### src/rtl/eon_uart_fifo.sv
// eon_uart_fifo: full-duplex UART, runtime baud divisor, TX/RX FIFOs.
// Ports: clk/rst (sync, active-high); div_wr/div_in set cycles per bit;
//   tx_data/tx_valid/tx_ready push TX FIFO; rx_data/rx_valid/rx_ready
//   pop RX FIFO (show-ahead); tx_level/rx_level occupancy; tx_busy;
//   sticky overrun/frame_err cleared by clr_err; rx/tx serial pins.
module eon_uart_fifo #(
  parameter int DIV_WIDTH   = 16,
  parameter int DEFAULT_DIV = 139,
  parameter int DATA_BITS   = 8,
  parameter int FIFO_DEPTH  = 16,
  parameter int LVL_W       = $clog2(FIFO_DEPTH) + 1
) (
  input  logic                 clk,
  input  logic                 rst,
  input  logic                 div_wr,
  input  logic [DIV_WIDTH-1:0] div_in,
  input  logic [DATA_BITS-1:0] tx_data,
  input  logic                 tx_valid,
  output logic                 tx_ready,
  output logic [DATA_BITS-1:0] rx_data,
  output logic                 rx_valid,
  input  logic                 rx_ready,
  output logic [LVL_W-1:0]     tx_level,
  output logic [LVL_W-1:0]     rx_level,
  output logic                 tx_busy,
  output logic                 overrun,
  output logic                 frame_err,
  input  logic                 clr_err,
  input  logic                 rx,
  output logic                 tx
);

  localparam int AW = $clog2(FIFO_DEPTH);
  localparam int BW = $clog2(DATA_BITS + 1);
  localparam logic [DIV_WIDTH-1:0] MIN_DIV = DIV_WIDTH'(4);
  localparam logic [DIV_WIDTH-1:0] DEF_DIV = DIV_WIDTH'(DEFAULT_DIV);
  localparam logic [LVL_W-1:0]     FULL    = LVL_W'(FIFO_DEPTH);
  localparam logic [BW-1:0]        LASTB   = BW'(DATA_BITS - 1);

  typedef enum logic [1:0] {
    T_IDLE, T_START, T_DATA, T_STOP
  } tx_st_t;

  typedef enum logic [2:0] {
    R_IDLE, R_START, R_DATA, R_STOP, R_BREAK
  } rx_st_t;

  logic [DIV_WIDTH-1:0] r_div;

  always_ff @(posedge clk) begin
    if (rst)
      r_div <= DEF_DIV;
    else if (div_wr)
      r_div <= (div_in < MIN_DIV) ? MIN_DIV : div_in;
  end

  // TX FIFO
  logic [DATA_BITS-1:0] r_txm [FIFO_DEPTH];
  logic [LVL_W-1:0]     r_txw, r_txr;
  logic [LVL_W-1:0]     w_tx_lvl;
  logic                 w_tx_ne, w_tx_push, w_tx_pop;
  logic [DATA_BITS-1:0] w_tx_head;

  assign w_tx_lvl  = r_txw - r_txr;
  assign w_tx_ne   = w_tx_lvl != '0;
  assign tx_ready  = w_tx_lvl != FULL;
  assign tx_level  = w_tx_lvl;
  assign w_tx_push = tx_valid & tx_ready;
  assign w_tx_head = r_txm[r_txr[AW-1:0]];

  always_ff @(posedge clk) begin
    if (w_tx_push)
      r_txm[r_txw[AW-1:0]] <= tx_data;
  end

  always_ff @(posedge clk) begin
    if (rst) begin
      r_txw <= '0;
      r_txr <= '0;
    end else begin
      if (w_tx_push) r_txw <= r_txw + 1'b1;
      if (w_tx_pop)  r_txr <= r_txr + 1'b1;
    end
  end

  // TX FSM
  tx_st_t               r_tst;
  logic [DIV_WIDTH-1:0] r_tcnt, r_tdiv;
  logic [BW-1:0]        r_tbit;
  logic [DATA_BITS-1:0] r_tsh;
  logic                 r_tx;
  logic                 w_tlast;

  assign w_tlast  = r_tcnt == r_tdiv - 1'b1;
  // Head is taken from IDLE or straight out of the last STOP cycle,
  // so queued bytes go out with no idle gap.
  assign w_tx_pop = w_tx_ne &&
                    (r_tst == T_IDLE ||
                     (r_tst == T_STOP && w_tlast));
  assign tx       = r_tx;
  assign tx_busy  = (r_tst != T_IDLE) || w_tx_ne;

  always_ff @(posedge clk) begin
    if (rst) begin
      r_tst  <= T_IDLE;
      r_tx   <= 1'b1;
      r_tcnt <= '0;
      r_tdiv <= DEF_DIV;
      r_tbit <= '0;
      r_tsh  <= '0;
    end else begin
      r_tcnt <= r_tcnt + 1'b1;
      unique case (r_tst)
        T_IDLE: begin
          r_tcnt <= '0;
          if (w_tx_ne) begin
            r_tst  <= T_START;
            r_tx   <= 1'b0;
            r_tdiv <= r_div;
            r_tsh  <= w_tx_head;
          end
        end
        T_START: if (w_tlast) begin
          r_tst  <= T_DATA;
          r_tx   <= r_tsh[0];
          r_tcnt <= '0;
          r_tbit <= '0;
        end
        T_DATA: if (w_tlast) begin
          r_tcnt <= '0;
          if (r_tbit == LASTB) begin
            r_tst <= T_STOP;
            r_tx  <= 1'b1;
          end else begin
            r_tbit <= r_tbit + 1'b1;
            r_tx   <= r_tsh[1];
            r_tsh  <= r_tsh >> 1;
          end
        end
        T_STOP: if (w_tlast) begin
          r_tcnt <= '0;
          if (w_tx_ne) begin
            r_tst  <= T_START;
            r_tx   <= 1'b0;
            r_tdiv <= r_div;
            r_tsh  <= w_tx_head;
          end else begin
            r_tst <= T_IDLE;
          end
        end
      endcase
    end
  end

  // RX synchroniser; r_s3 is the previous synchronised value
  logic r_s1, r_s2, r_s3;
  logic w_fall;

  always_ff @(posedge clk) begin
    if (rst) begin
      r_s1 <= 1'b1;
      r_s2 <= 1'b1;
      r_s3 <= 1'b1;
    end else begin
      r_s1 <= rx;
      r_s2 <= r_s1;
      r_s3 <= r_s2;
    end
  end

  assign w_fall = r_s3 & ~r_s2;

  // RX FIFO
  logic [DATA_BITS-1:0] r_rxm [FIFO_DEPTH];
  logic [LVL_W-1:0]     r_rxw, r_rxr;
  logic [LVL_W-1:0]     w_rx_lvl;
  logic                 w_rx_push, w_rx_pop, w_rx_full;

  // RX FSM state
  rx_st_t               r_rst;
  logic [DIV_WIDTH-1:0] r_rcnt, r_rdiv;
  logic [BW-1:0]        r_rbit;
  logic [DATA_BITS-1:0] r_rsh;
  logic                 r_ovr, r_fe;
  logic                 w_rlast, w_rhalf, w_stop;
  logic                 w_ovr_set, w_fe_set;

  assign w_rx_lvl  = r_rxw - r_rxr;
  assign w_rx_full = w_rx_lvl == FULL;
  assign rx_valid  = w_rx_lvl != '0;
  assign rx_level  = w_rx_lvl;
  assign rx_data   = r_rxm[r_rxr[AW-1:0]];
  assign w_rx_pop  = rx_valid & rx_ready;

  assign w_rlast   = r_rcnt == r_rdiv - 1'b1;
  assign w_rhalf   = r_rcnt == (r_rdiv >> 1) - 1'b1;
  assign w_stop    = (r_rst == R_STOP) && w_rlast;
  // A pop in the same cycle frees the slot being written.
  assign w_rx_push = w_stop && r_s2 && (!w_rx_full || w_rx_pop);
  assign w_ovr_set = w_stop && r_s2 && w_rx_full && !w_rx_pop;
  assign w_fe_set  = w_stop && !r_s2;
  assign overrun   = r_ovr;
  assign frame_err = r_fe;

  always_ff @(posedge clk) begin
    if (w_rx_push)
      r_rxm[r_rxw[AW-1:0]] <= r_rsh;
  end

  always_ff @(posedge clk) begin
    if (rst) begin
      r_rxw <= '0;
      r_rxr <= '0;
    end else begin
      if (w_rx_push) r_rxw <= r_rxw + 1'b1;
      if (w_rx_pop)  r_rxr <= r_rxr + 1'b1;
    end
  end

  always_ff @(posedge clk) begin
    if (rst) begin
      r_ovr <= 1'b0;
      r_fe  <= 1'b0;
    end else begin
      if (w_ovr_set)    r_ovr <= 1'b1;
      else if (clr_err) r_ovr <= 1'b0;
      if (w_fe_set)     r_fe  <= 1'b1;
      else if (clr_err) r_fe  <= 1'b0;
    end
  end

  always_ff @(posedge clk) begin
    if (rst) begin
      r_rst  <= R_IDLE;
      r_rcnt <= '0;
      r_rdiv <= DEF_DIV;
      r_rbit <= '0;
      r_rsh  <= '0;
    end else begin
      r_rcnt <= r_rcnt + 1'b1;
      unique case (r_rst)
        R_IDLE: begin
          r_rcnt <= '0;
          if (w_fall) begin
            r_rst  <= R_START;
            r_rdiv <= r_div;
          end
        end
        // Mid-start check rejects glitches shorter than half a bit.
        R_START: if (w_rhalf) begin
          r_rcnt <= '0;
          r_rbit <= '0;
          r_rst  <= r_s2 ? R_IDLE : R_DATA;
        end
        R_DATA: if (w_rlast) begin
          r_rcnt <= '0;
          r_rsh  <= {r_s2, r_rsh[DATA_BITS-1:1]};
          if (r_rbit == LASTB) r_rst <= R_STOP;
          else r_rbit <= r_rbit + 1'b1;
        end
        R_STOP: if (w_rlast) begin
          r_rcnt <= '0;
          r_rst  <= r_s2 ? R_IDLE : R_BREAK;
        end
        R_BREAK: begin
          r_rcnt <= '0;
          if (r_s2) r_rst <= R_IDLE;
        end
        default: r_rst <= R_IDLE;
      endcase
    end
  end

endmodule

### config.mk
export PLATFORM = sky130hd
export DESIGN_NAME = eon_uart_fifo
export DESIGN_NICKNAME = d
export VERILOG_FILES = /design/src/rtl/eon_uart_fifo.sv
export SDC_FILE = /design/constraint.sdc
export NUM_CORES = 1
export LEC_CHECK = 0
export ABC_AREA = 1
export BUFFER_PORTS_ARGS = -buffer_cell sky130_fd_sc_hd__buf_2
export CAP_MARGIN = 20
export CORE_MARGIN = 4
export CORE_UTILIZATION = 30
export DETAILED_ROUTE_END_ITERATION = 7
export PLACE_DENSITY = 0.51
export SLEW_MARGIN = 5
export SYNTH_ARGS = -nofsm -noshare
export SYNTH_HDL_FRONTEND = slang
export SYNTH_SLANG_ARGS = --single-unit
### constraint.sdc
create_clock -name clk -period 7.9 [get_ports clk]
set_input_delay 0.395 -clock clk [delete_from_list [all_inputs] [get_ports clk]]
set_output_delay 0.395 -clock clk [all_outputs]
set_load 0.05 [all_outputs]
==> run summary, run 1 <==
The area of the multi-input gates came out at about 0.0068 mm^2. The tree is rooted in a sky130_fd_sc_hd__clkbuf_16. The number of core rows is 90. The die is approximately 260 um tall. The number of violations reported at the end of detailed-routing iteration 0 is 970. The share of the clock period used by the worst path is between 40 and 50%. The number of input and output port buffers inserted is 54. The fill cell total of the finished layout is 6048. The post-synth net total is 1985. The number of endpoints with negative hold slack in the final report is 0. The total power after layout is slightly above 6000 uW. The count of warnings emitted by yosys came out at 0. The predominant post-synthesis flop cell is sky130_fd_sc_hd__edfxtp_1.

The DRC violation count after routing is 0. STA classifies the critical path startpoint as a register. The number of buffers between clock root and the deepest sink came out at 3. Final hold analysis gives a worst-case slack of about 0.048 ns.

The full die area is ~0.065 mm^2. In this design, the stage delay of the slowest critical-path cell is between 0.9 and 1 ns. The number of flops mapped to enable cells by yosys is between 200 and 300.

The initial antenna violation count is 1. The total grt overflow came out at 0. After synthesis, the cell types taking the most area are sky130_fd_sc_hd__edfxtp_1, sky130_fd_sc_hd__dfxtp_1, sky130_fd_sc_hd__nand2_1. The maximum level of the CTS H-tree came out at 2.

The required time of the critical path came out at 8.10 ns. The synthesized area divided by synthesized cell count came out at 9.55 um^2. The via density per instance is 4.72. The global-route wire length before repair is a little over 70000 um.

The number of unique standard cell types used by synthesis came out at 43. Relative to the synthesized area, the layout overhead comes to 14.2%. The die width came out at approximately 260 um.

Post-CTS timing repair inserted 0 buffers for setup. The leakage power summed over all cells is 0.00794 uW. The post-synthesis register bit count is about 400. The detailed-route via count came out at approximately 13000.

TritonCTS built the clock tree. The largest driver fanout on the critical path came out at 18. The proportion of synthesized flip-flops having asynchronous set or reset is 0%. The sequential-to-total area share from yosys stat came out at 57.5%. The number of setup violations in the final report is 0. The combined global-route utilization of all metal layers came out at a little over an eighth.

The data arrival time of the critical path came out at around 3.7 ns. The remaining antenna violation count is 0. Broken down by cell family, the worst path's largest delay share belongs to simple AND/OR/NAND/NOR gates. For this design, the slowest cell found on the critical path is sky130_fd_sc_hd__nor3_1. The fraction of layout cells with a size suffix above 1 came out at under 10%. The total I/O pin count came out at 55. The category of the most critical setup path is register to register. The net total in the final layout is between 2000 and 2500. The count of buffer and inverter cells on the critical path came out at 1.

The fraction of the core area covered by cells at the end of the flow came out at between 30% and 40%. Setup slack closes at around 4.4 ns. The per-cell routed wire length came out at 16.3 um.

The worst clock skew came out at approximately 0.024 ns. The max-cap violation count came out at 0. The post-route setup TNS came out at 0 ns. The run finished with clean final reports. The storage element area came out at between 0.01 and 0.015 mm^2. The post-cts sizing count came out at 0. The number of CTS-inserted buffers came out at 47. The synthesized design spends more area on one cell type than any other, namely sky130_fd_sc_hd__edfxtp_1. Setup repair after global routing left no endpoint under its margin. After clock tree synthesis, the clock-pin slew on the worst setup and hold paths is about 0.06 ns. Summed over its instances, the top area cell type makes up a little over two fifths of the synthesized netlist area.

STA classifies the critical path endpoint as a register. In this run the worst hold path is classified as input pin to register. The largest net degree at the start of global routing is 97. The final period demand of the worst path came out at 3.53 ns. The clock latency at the later pin of the worst-skew pair is 0.60 ns. The transition at the pin with the smallest max-transition slack came out at around 1.1 ns. The achievable frequency is about 0.28 GHz. The max-slew headroom at the worst pin came out at 27.0%. The length of the first detailed-routing pass in iterations came out at 5. The number of hold buffers added after cts came out at 0. The floorplan core area is 0.0605 mm^2.

The number of max-slew violations in the final report came out at 0. The clock net sink count is roughly 400. The power per unit of standard cell area is just under 300 mW/mm^2. The post-detailed-routing wire length is between 40000 and 50000 um. The number of instances in the synthesized netlist came out at just under 2000.

The routability-driven placement congestion ratio is around 0.86. The via count of the first global-routing pass is 12700. The starting utilization of the core area came out at 30.3%. The number of antenna repair diodes came out at 0. Walking the worst path, the cells encountered are inv_1 -> ha_1 -> fa_1 -> o21ai_0 -> xnor2_1 -> nor2_1 -> nand2_1 -> nand3_4 -> nor3_1. In this run the cell area of the synthesized design comes to 0.0183 mm^2. The placement-stage worst setup slack is about 4.3 ns. The estimated wirelength of the detail-placed design came out at between 30000 and 40000 um. The peak supply drop came out at around 230 uV.
[where the power goes]
part | total, uW | internal [uW] | switching (uW)
combinational | 1560 | 480 | 1080
sequential | 2470 | 2340 | 134
clock | 2170 | 1260 | 908
total | 6210 | 4080 | 2130
[placed cells by master (no fill, tap or decap), types with 6 or more instances in the layout]
master and count:
sky130_fd_sc_hd__buf_4 9, sky130_fd_sc_hd__edfxtp_1 256, sky130_fd_sc_hd__xor2_1 55, sky130_fd_sc_hd__inv_1 174, sky130_fd_sc_hd__clkbuf_1 8, sky130_fd_sc_hd__nor2_2 13, sky130_fd_sc_hd__nand4_1 19, sky130_fd_sc_hd__xnor2_1 30
sky130_fd_sc_hd__o221ai_1 11, sky130_fd_sc_hd__clkbuf_16 47, sky130_fd_sc_hd__nand3_1 90, sky130_fd_sc_hd__o21ai_0 178, sky130_fd_sc_hd__dfxtp_1 141, sky130_fd_sc_hd__nor2_1 259, sky130_fd_sc_hd__nor2_4 7, sky130_fd_sc_hd__or2_2 6
sky130_fd_sc_hd__o22ai_1 23, sky130_fd_sc_hd__ha_1 31, sky130_fd_sc_hd__nand2_1 284, sky130_fd_sc_hd__o211ai_1 45, sky130_fd_sc_hd__nor3_1 35, sky130_fd_sc_hd__buf_2 58, sky130_fd_sc_hd__clkinv_2 11, sky130_fd_sc_hd__nand2_2 6
sky130_fd_sc_hd__mux2i_1 36, sky130_fd_sc_hd__a21oi_1 101, sky130_fd_sc_hd__inv_2 6, sky130_fd_sc_hd__clkinv_1 6
[path summary, 6_finish.rpt]
| path | startpoint | endpoint | slack, ns | cells past startpoint |
|---|---|---|---|---|
| setup / recovery | r_rxw[0] | r_rxm[12][3] | 4.37 | 9 |
| hold / removal | rx | r_s1 | 0.05 | 2 |
| setup reg to reg | r_rxw[0] | r_rxm[12][3] | 4.37 | 9 |
| hold reg to reg | overrun | overrun | 0.45 | 2 |
[cell families (layout without fill, tap and decap cells)]
logic type	Yosys count	in the layout	share of synthesized area [%]
DFF	399	399	57.5
and+or+nand+nor	736	736	17.3
xor gates and xnor gates	85	85	4.06
adders and majority gates	33	33	2.33
buffers and inverters	261	339	5.56
muxes	36	36	1.96
AOI/OAI and AO/OA	371	371	11.3
[metal layers]
layer / track usage, % / part of all wire [%] / up-vias
met2: 22.4 / 47 / 241
met1: 18.4 / 47 / 6172
met5: 0 / 0 / -
met3: 2.13 / 4.3 / 57
li1: - / - / 6647
met4: 3.88 / 2.1 / 0
[synthesized netlist by cell type, drive strengths merged, types with 20 or more instances]
master,n
edfxtp,256
o211ai,45
xnor2,30
nand2,290
nor2,279
nor3,35
ha,31
buf,20
o22ai,23
nand4,20
xor2,55
a21oi,101
mux2i,36
clkbuf,60
dfxtp,143
o21ai,179
inv,180
nand3,94
[flip-flops by register name (all words and copies together) (netlist names), 5 cells and up, named ones only]
| register | flops |
|---|---|
| r_div | 16 |
| r_rcnt | 16 |
| r_rdiv | 16 |
| r_rsh | 8 |
| r_rxm | 128 |
| r_rxr | 5 |
| r_rxw | 5 |
| r_tcnt | 16 |
| r_tdiv | 16 |
| r_tsh | 8 |
| r_txm | 128 |
| r_txr | 5 |
| r_txw | 5 |
[through the flow]
stage	std cells	area, um^2
6_report	2781	20900
4_1_cts	2772	20900
3_3_place_gp	2685	19300
2_1_floorplan	1921	18300
3_5_place_dp	2685	19300
5_1_grt	2781	20900
[cell type report]
cell class / count / share of cell area (%)
Clock buffer: 57 / 5.89
Clock inverter: 30 / 1.58
Inverter: 181 / 3.24
Multi-Input combinational cell: 1261 / 32.3
Sequential cell: 399 / 50.4
Tap cell: 782 / 4.67
Timing Repair Buffer: 71 / 1.88
Note: power is estimated with default switching activity, not from simulation.
==> run 2: changes to the inputs <==
--- a/config.mk
+++ b/config.mk
@@ -11,7 +11,7 @@
 export CORE_MARGIN = 4
 export CORE_UTILIZATION = 30
 export DETAILED_ROUTE_END_ITERATION = 7
-export PLACE_DENSITY = 0.51
+export PLACE_DENSITY = 0.53
 export SLEW_MARGIN = 5
 export SYNTH_ARGS = -nofsm -noshare
 export SYNTH_HDL_FRONTEND = slang
==> constraint.sdc (replaced) <==
create_clock -name clk -period 3.1 [get_ports clk]
set_input_delay 0.155 -clock clk [delete_from_list [all_inputs] [get_ports clk]]
set_output_delay 0.155 -clock clk [all_outputs]
set_load 0.05 [all_outputs]
==> run summary, run 2 (synthesis results as in run 1) <==
The run finished with clean final reports. The worst clock skew came out at 0.0290 ns (+0.00520 ns). The die width came to 255 um (unchanged). The clock net sink count is 399 (unchanged).

Setup repair after global routing left no endpoint under its margin. The largest driver fanout on the critical path is 8 (-10). The min-delay analysis places its worst path in the category input pin to register. The via density per instance was 4.78 (+1.4%).

The instance area after placement is 0.0198 mm^2 (+2.3%). The remaining antenna violation count is 0 (unchanged). The number of endpoints with negative hold slack in the final report came out at 0 (unchanged). The clock latency at the later pin of the worst-skew pair is 0.58 ns (-0.02 ns).

The maximum level of the CTS H-tree came out at 2 (unchanged). The largest incremental delay on the critical path is 0.34 ns (-0.57 ns). The data arrival time of the critical path is 3.16 ns (-0.56 ns). The max-cap violation count is 0 (unchanged).

The top cell types in the final layout, fill and taps aside, are sky130_fd_sc_hd__nand2_1, sky130_fd_sc_hd__nor2_1, sky130_fd_sc_hd__edfxtp_1. The number of placed instances with taps included came out at 2733 (+1.8%). The number of violations reported at the end of detailed-routing iteration 0 came out at 1148 (+18%). The count of buffer and inverter cells on the critical path is 3 (+2).

The die height is 255 um (unchanged). The leakage power summed over all cells came out at 0.00840 uW (+5.8%). The total grt overflow is 0 (unchanged). The post-layout instance count excluding filler cells is 2861 (+2.9%). The CTS tree is yes. The net total in the final layout is 2104 (+3.9%). The number of input and output port buffers inserted came out at 54 (unchanged). Traced cell by cell, the critical path runs through inv_1 -> ha_2 -> nand2_2 -> nor2_4 -> buf_4 -> nand2_1 -> nand2_1 -> nand4_1 -> nor2_2 -> nand4_4 -> nor2_4 -> nand3_4 -> nor3_1 -> buf_4. The routability-driven placement congestion ratio is 0.837 (-2.5%).

The largest net degree at the start of global routing came to 65 (-33%). The post-synthesis to final-layout area growth came out at 19.4%. The number of core rows is 90 (unchanged). The achievable frequency was 0.346 GHz (+22%). The fraction of power consumed by the clock network came out at 35.8% (+0.8 points). The final period demand of the worst path is 2.89 ns (-0.635 ns).

The floorplan core area came out at 0.0605 mm^2 (unchanged). On the critical path, the stage with the largest delay is an instance of sky130_fd_sc_hd__dfxtp_1. STA classifies the critical path startpoint as a register. The part of the total power dissipated in sequential elements came out at 38.3% (-1.6 points). In this design, the largest share of critical-path delay is due to simple AND/OR/NAND/NOR gates.

The detailed-route via count is 13700 (+4.3%). The share of the clock period used by the worst path is 93.3% (+49 points). The via count of the first global-routing pass is 13100 (+3.8%).

The fraction of layout cells with a size suffix above 1 is 12.5% (+3.0 points). The design internal power is 10900 uW (+170%). The CTS root buffer is sky130_fd_sc_hd__clkbuf_16.

The switching power came out at 5470 uW (+160%). The peak supply drop came out at 655 uV (+180%). The post-route setup TNS came out at 0 ns (unchanged).

The net switching fraction of the power is 33.3% (-0.89 points). The combined global-route utilization of all metal layers was 13.7% (+0.16 points). The summed area of non-filler cells in the final layout came to 0.0219 mm^2 (+4.6%). The category of the most critical setup path is register to register. The total I/O pin count is 55 (unchanged).

The number of max-slew violations in the final report came to 0 (unchanged). The number of CTS-inserted buffers came out at 46 (-2.1%). The global-route wire length before repair came out at 72500 um (+1.7%). The per-cell routed wire length was 16.1 um (-1.4%). The starting utilization of the core area is 30.3% (unchanged). The initial antenna violation count is 1 (unchanged).

The number of buffers between clock root and the deepest sink is 3 (unchanged). The power per unit of standard cell area came out at 749 mW/mm^2 (+150%). The DRC violation count after routing is 0 (unchanged).

The estimated wirelength of the detail-placed design came out at 31500 um (+4.5%). The required time of the critical path came out at 3.36 ns (-4.74 ns). STA classifies the critical path endpoint as a register. The clock transition at the register clock pins on the worst setup and hold paths after CTS came out at 0.06 ns (about the same). The worst hold margin was 0.0362 ns (-0.0117 ns). The proportion of power drawn by combinational gates is 25.9% (+0.7 points).

The library cell used most frequently in the layout, excluding fill and tap cells, is sky130_fd_sc_hd__nand2_1. The length of the first detailed-routing pass in iterations came to 6 (+1). The number of setup violations in the final report came to 0 (unchanged). The transition at the pin with the smallest max-transition slack came out at 1.04 ns (-0.0572 ns).

The full die area came out at 0.0652 mm^2 (unchanged). The max-slew headroom at the worst pin came out at 30.7% (+3.7 points). The post-detailed-routing wire length came out at 46100 um (+1.4%).
## run 2: power groups by stage
stage | Combinational [uW] | Sequential (uW) | Clock, uW
4_1_cts | 4230 | 6290 | 6020
6_report | 4250 | 6290 | 5870
2_1_floorplan | 3160 | 6290 | 0
3_3_place_gp | 4130 | 6400 | 0
5_1_grt | 4790 | 6340 | 6240
3_5_place_dp | 4170 | 6390 | 0
## run 2: area by class of cell
| type | instances | area (um^2) |
|---|---|---|
| clock inverters | 35 | 465 |
| well taps | 782 | 978 |
| repair buffers | 149 | 1090 |
| diodes | 1 | 2.50 |
| clock buffers | 51 | 1200 |
| fillers | 6067 | 38600 |
| multi-input cells | 1263 | 6950 |
| flip-flops and latches | 399 | 10600 |
| inverters | 181 | 679 |
## run 2: path summary, 6_finish.rpt
check / startpoint / slack [ns] / cells past startpoint / end
max: r_rdiv[2] / 0.21 / 14 / r_rxm[9][3]
min: tx_data[5] / 0.04 / 1 / r_txm[3][5]
max reg2reg: r_rdiv[2] / 0.21 / 14 / r_rxm[9][3]
min reg2reg: tx / 0.48 / 2 / tx
## run 2: what timing repair did
action	4_1_cts	5_1_grt
hold buffers	35	0
setup endpoints to repair	1	154
gates cloned	0	2
hold endpoints to repair	118	0
pin swaps	0	5
resized for setup	2	19
buffers inserted	0	4
## run 2: per-layer routing
metal  part of all wire, %  global-route usage [%]
met2                    47                    22.5
met1                    46                    18.6
met4                   2.3                    4.17
met3                   4.7                    2.27
met5                     0                       0
## run 2: stage by stage
stage	setup slack [ns]	utilization, %	power (uW)
finish	0.206	36.2	16400
global route	0.00516	36.2	17400
CTS	0.0158	36.0	16500
detailed placement	0.0987	32.7	10600
global placement	0.209	32.7	10500
floorplan	-0.161	-	9460
==> run 3: changes to the inputs <==
--- a/config.mk
+++ b/config.mk
@@ -6,12 +6,12 @@
 export NUM_CORES = 1
 export LEC_CHECK = 0
 export ABC_AREA = 1
-export BUFFER_PORTS_ARGS = -buffer_cell sky130_fd_sc_hd__buf_2
 export CAP_MARGIN = 20
 export CORE_MARGIN = 4
 export CORE_UTILIZATION = 30
 export DETAILED_ROUTE_END_ITERATION = 7
-export PLACE_DENSITY = 0.53
+export DONT_BUFFER_PORTS = 1
+export PLACE_DENSITY = 0.52
 export SLEW_MARGIN = 5
 export SYNTH_ARGS = -nofsm -noshare
 export SYNTH_HDL_FRONTEND = slang
==> run summary, run 3 (synthesis results as in run 1) <==
The run finished with clean final reports. The full die area is 0.0652 mm^2 (unchanged). The startpoint identified for the worst register-to-register timing path is r_rxw[0]. TritonCTS built the clock tree. The instance area after placement came out at 0.0196 mm^2 (-0.84%). The summed area of non-filler cells in the final layout is 0.0218 mm^2 (-0.49%).

The number of core rows was 90 (unchanged). The storage element area came out at 0.0106 mm^2 (about the same). The worst hold path belongs to the class input pin to register. The max-cap violation count is 0 (unchanged). The initial antenna violation count is 1 (unchanged). Leaving out fill and tap cells, the most frequent cells in the layout are sky130_fd_sc_hd__nand2_1, sky130_fd_sc_hd__nor2_1, sky130_fd_sc_hd__edfxtp_1. The clock transition at the register clock pins on the worst setup and hold paths after CTS was 0.06 ns (about the same). The achievable frequency came out at 0.340 GHz (-1.5%). The via count of the first global-routing pass is 13300 (+1.0%).

The internal reg-to-reg setup slack came out at 0.16 ns (-0.04 ns). The combined global-route utilization of all metal layers is 13.8% (+0.13 points). The starting utilization of the core area came out at 30.3% (unchanged).

The fraction of layout cells with a size suffix above 1 is 11.3% (-1.2 points). The peak supply drop came out at 650 uV (-0.78%). The clock latency at the later pin of the worst-skew pair was 0.59 ns (about the same). The category of the most critical setup path is register to register. The number of buffers between clock root and the deepest sink came to 3 (unchanged). The number of CTS-inserted buffers came to 46 (unchanged).

The routability-driven placement congestion ratio came out at 0.862 (+3.0%). The net total in the final layout was 2068 (-1.7%). The max-slew headroom at the worst pin came out at 30.2% (-0.53 points). The power per unit of standard cell area is 748 mW/mm^2 (-0.11%). The critical path starts at r_rxw[0]. The worst hold margin came to 0.239 ns (+0.203 ns). In this run the critical register-to-register path is captured at r_rxm[5][0]. The via density per instance came out at 4.81 (+0.68%). The global-route wire length before repair came to 73300 um (+1.1%).

The per-cell routed wire length was 16.5 um (+2.6%). The data arrival time of the critical path came out at 3.22 ns (+0.06 ns). The share of the clock period used by the worst path came out at 94.8% (+1.4 points).

The largest driver fanout on the critical path is 8 (unchanged). The number of endpoints with negative hold slack in the final report came out at 0 (unchanged). The leakage power summed over all cells is 0.00827 uW (-1.6%). The worst setup path endpoint is r_rxm[5][0].

The estimated wirelength of the detail-placed design came to 31200 um (-1.1%). The number of violations reported at the end of detailed-routing iteration 0 is 886 (-23%). The total I/O pin count came out at 55 (unchanged). The worst setup path is captured at a register. The die height came out at 255 um (unchanged). The number of setup violations in the final report came out at 0 (unchanged). The CTS root buffer is sky130_fd_sc_hd__clkbuf_16. The worst setup path is launched from a register.

The final period demand of the worst path is 2.94 ns (+0.0444 ns). The post-detailed-routing wire length is 46700 um (+1.3%). The DRC violation count after routing is 0 (unchanged). The maximum level of the CTS H-tree is 2 (unchanged). The detailed-route via count came to 13600 (-0.55%).

The number of max-slew violations in the final report came out at 0 (unchanged). The worst clock skew was 0.0294 ns (+0.000442 ns). The required time of the critical path is 3.38 ns (+0.02 ns). The floorplan core area was 0.0605 mm^2 (unchanged). The fill cell total of the finished layout is 5979 (-1.5%). The clock net sink count is 399 (unchanged). The number of input and output port buffers inserted was 0 (-100%). The area of the multi-input gates is 0.00700 mm^2 (+0.83%). The transition at the pin with the smallest max-transition slack came out at 1.05 ns (+0.00792 ns).

The remaining antenna violation count came out at 0 (unchanged). The total grt overflow came out at 0 (unchanged). The worst reg2reg path depth is 10 (-4). The library cell used most frequently in the layout, excluding fill and tap cells, is sky130_fd_sc_hd__nand2_1. The length of the first detailed-routing pass in iterations came to 5 (-1). The largest net degree at the start of global routing came out at 65 (unchanged).

The area growth from synthesis to layout is 18.9%. The die width came out at 255 um (unchanged).
==> run 3: worst min-delay path by stage <==
| stage | from | endpoint | slack (ns) | cells past startpoint |
|---|---|---|---|---|
| CTS | rx_ready | overrun | 0.14 | 6 |
| floorplan | tx_data[0] | r_txm[0][0] | 0.25 | 0 |
| global placement | rst | r_txw[2] | 0.23 | 1 |
| global route | rx_ready | overrun | 0.26 | 6 |
| detailed placement | rst | r_txr[4] | 0.24 | 1 |
| finish | rx_ready | overrun | 0.24 | 6 |
==> run 3: critical path, stage by stage, from the launching register on <==
cell and delay, ns:
sky130_fd_sc_hd__dfxtp_1 0.32, sky130_fd_sc_hd__inv_1 0.11, sky130_fd_sc_hd__ha_1 0.25, sky130_fd_sc_hd__fa_1 0.44, sky130_fd_sc_hd__o21ai_0 0.26, sky130_fd_sc_hd__xnor2_1 0.27, sky130_fd_sc_hd__nor2_1 0.10, sky130_fd_sc_hd__nand2_2 0.24
sky130_fd_sc_hd__nand3_4 0.24, sky130_fd_sc_hd__nor3_4 0.24, sky130_fd_sc_hd__buf_6 0.16
==> run 3: layout make-up <==
class	count	share of cell area, %
clock inverters	27	1.50
repair buffers	112	4.49
well taps	782	4.49
diodes	2	0.0230
clock buffers	59	5.82
multi-input cells	1263	32.1
inverters	181	3.13
flip-flops and latches	399	48.4
repair inverters	1	0.0344
==> run 3: where the power goes <==
part           internal (uW)  switching [uW]  leakage, uW
Combinational           1490            2890      0.00386
Sequential              5960             353      0.00363
Clock                   3350            2260     0.000776
==> run 3: per-layer routing <==
layer,wire length (um),GRT usage [%]
met1,21000,18.6
met5,0,0
met4,905,3.97
met2,22400,23.2
met3,2350,2.04
==> run 3: metrics by stage <==
| step | setup TNS, ns | worst slack (ns) | std cells | util (%) | power, uW |
|---|---|---|---|---|---|
| after floorplan | -14.32 | -0.161 | 1921 | - | 9460 |
| after global placement | 0 | 0.149 | 2693 | 32.4 | 10500 |
| after detailed placement | 0 | 0.0838 | 2693 | 32.4 | 10500 |
| after CTS | 0 | 0.00844 | 2814 | 35.6 | 16300 |
| after global routing | -0.0437 | -0.00483 | 2825 | 36.1 | 17300 |
| final | 0 | 0.162 | 2826 | 36.1 | 16300 |
==> run 3: what timing repair did <==
item | 4_1_cts | 5_1_grt
resized for setup | 0 | 36
setup buffers | 0 | 7
hold buffers | 35 | 0
setup endpoints to repair | 0 | 168
hold endpoints to repair | 187 | 0
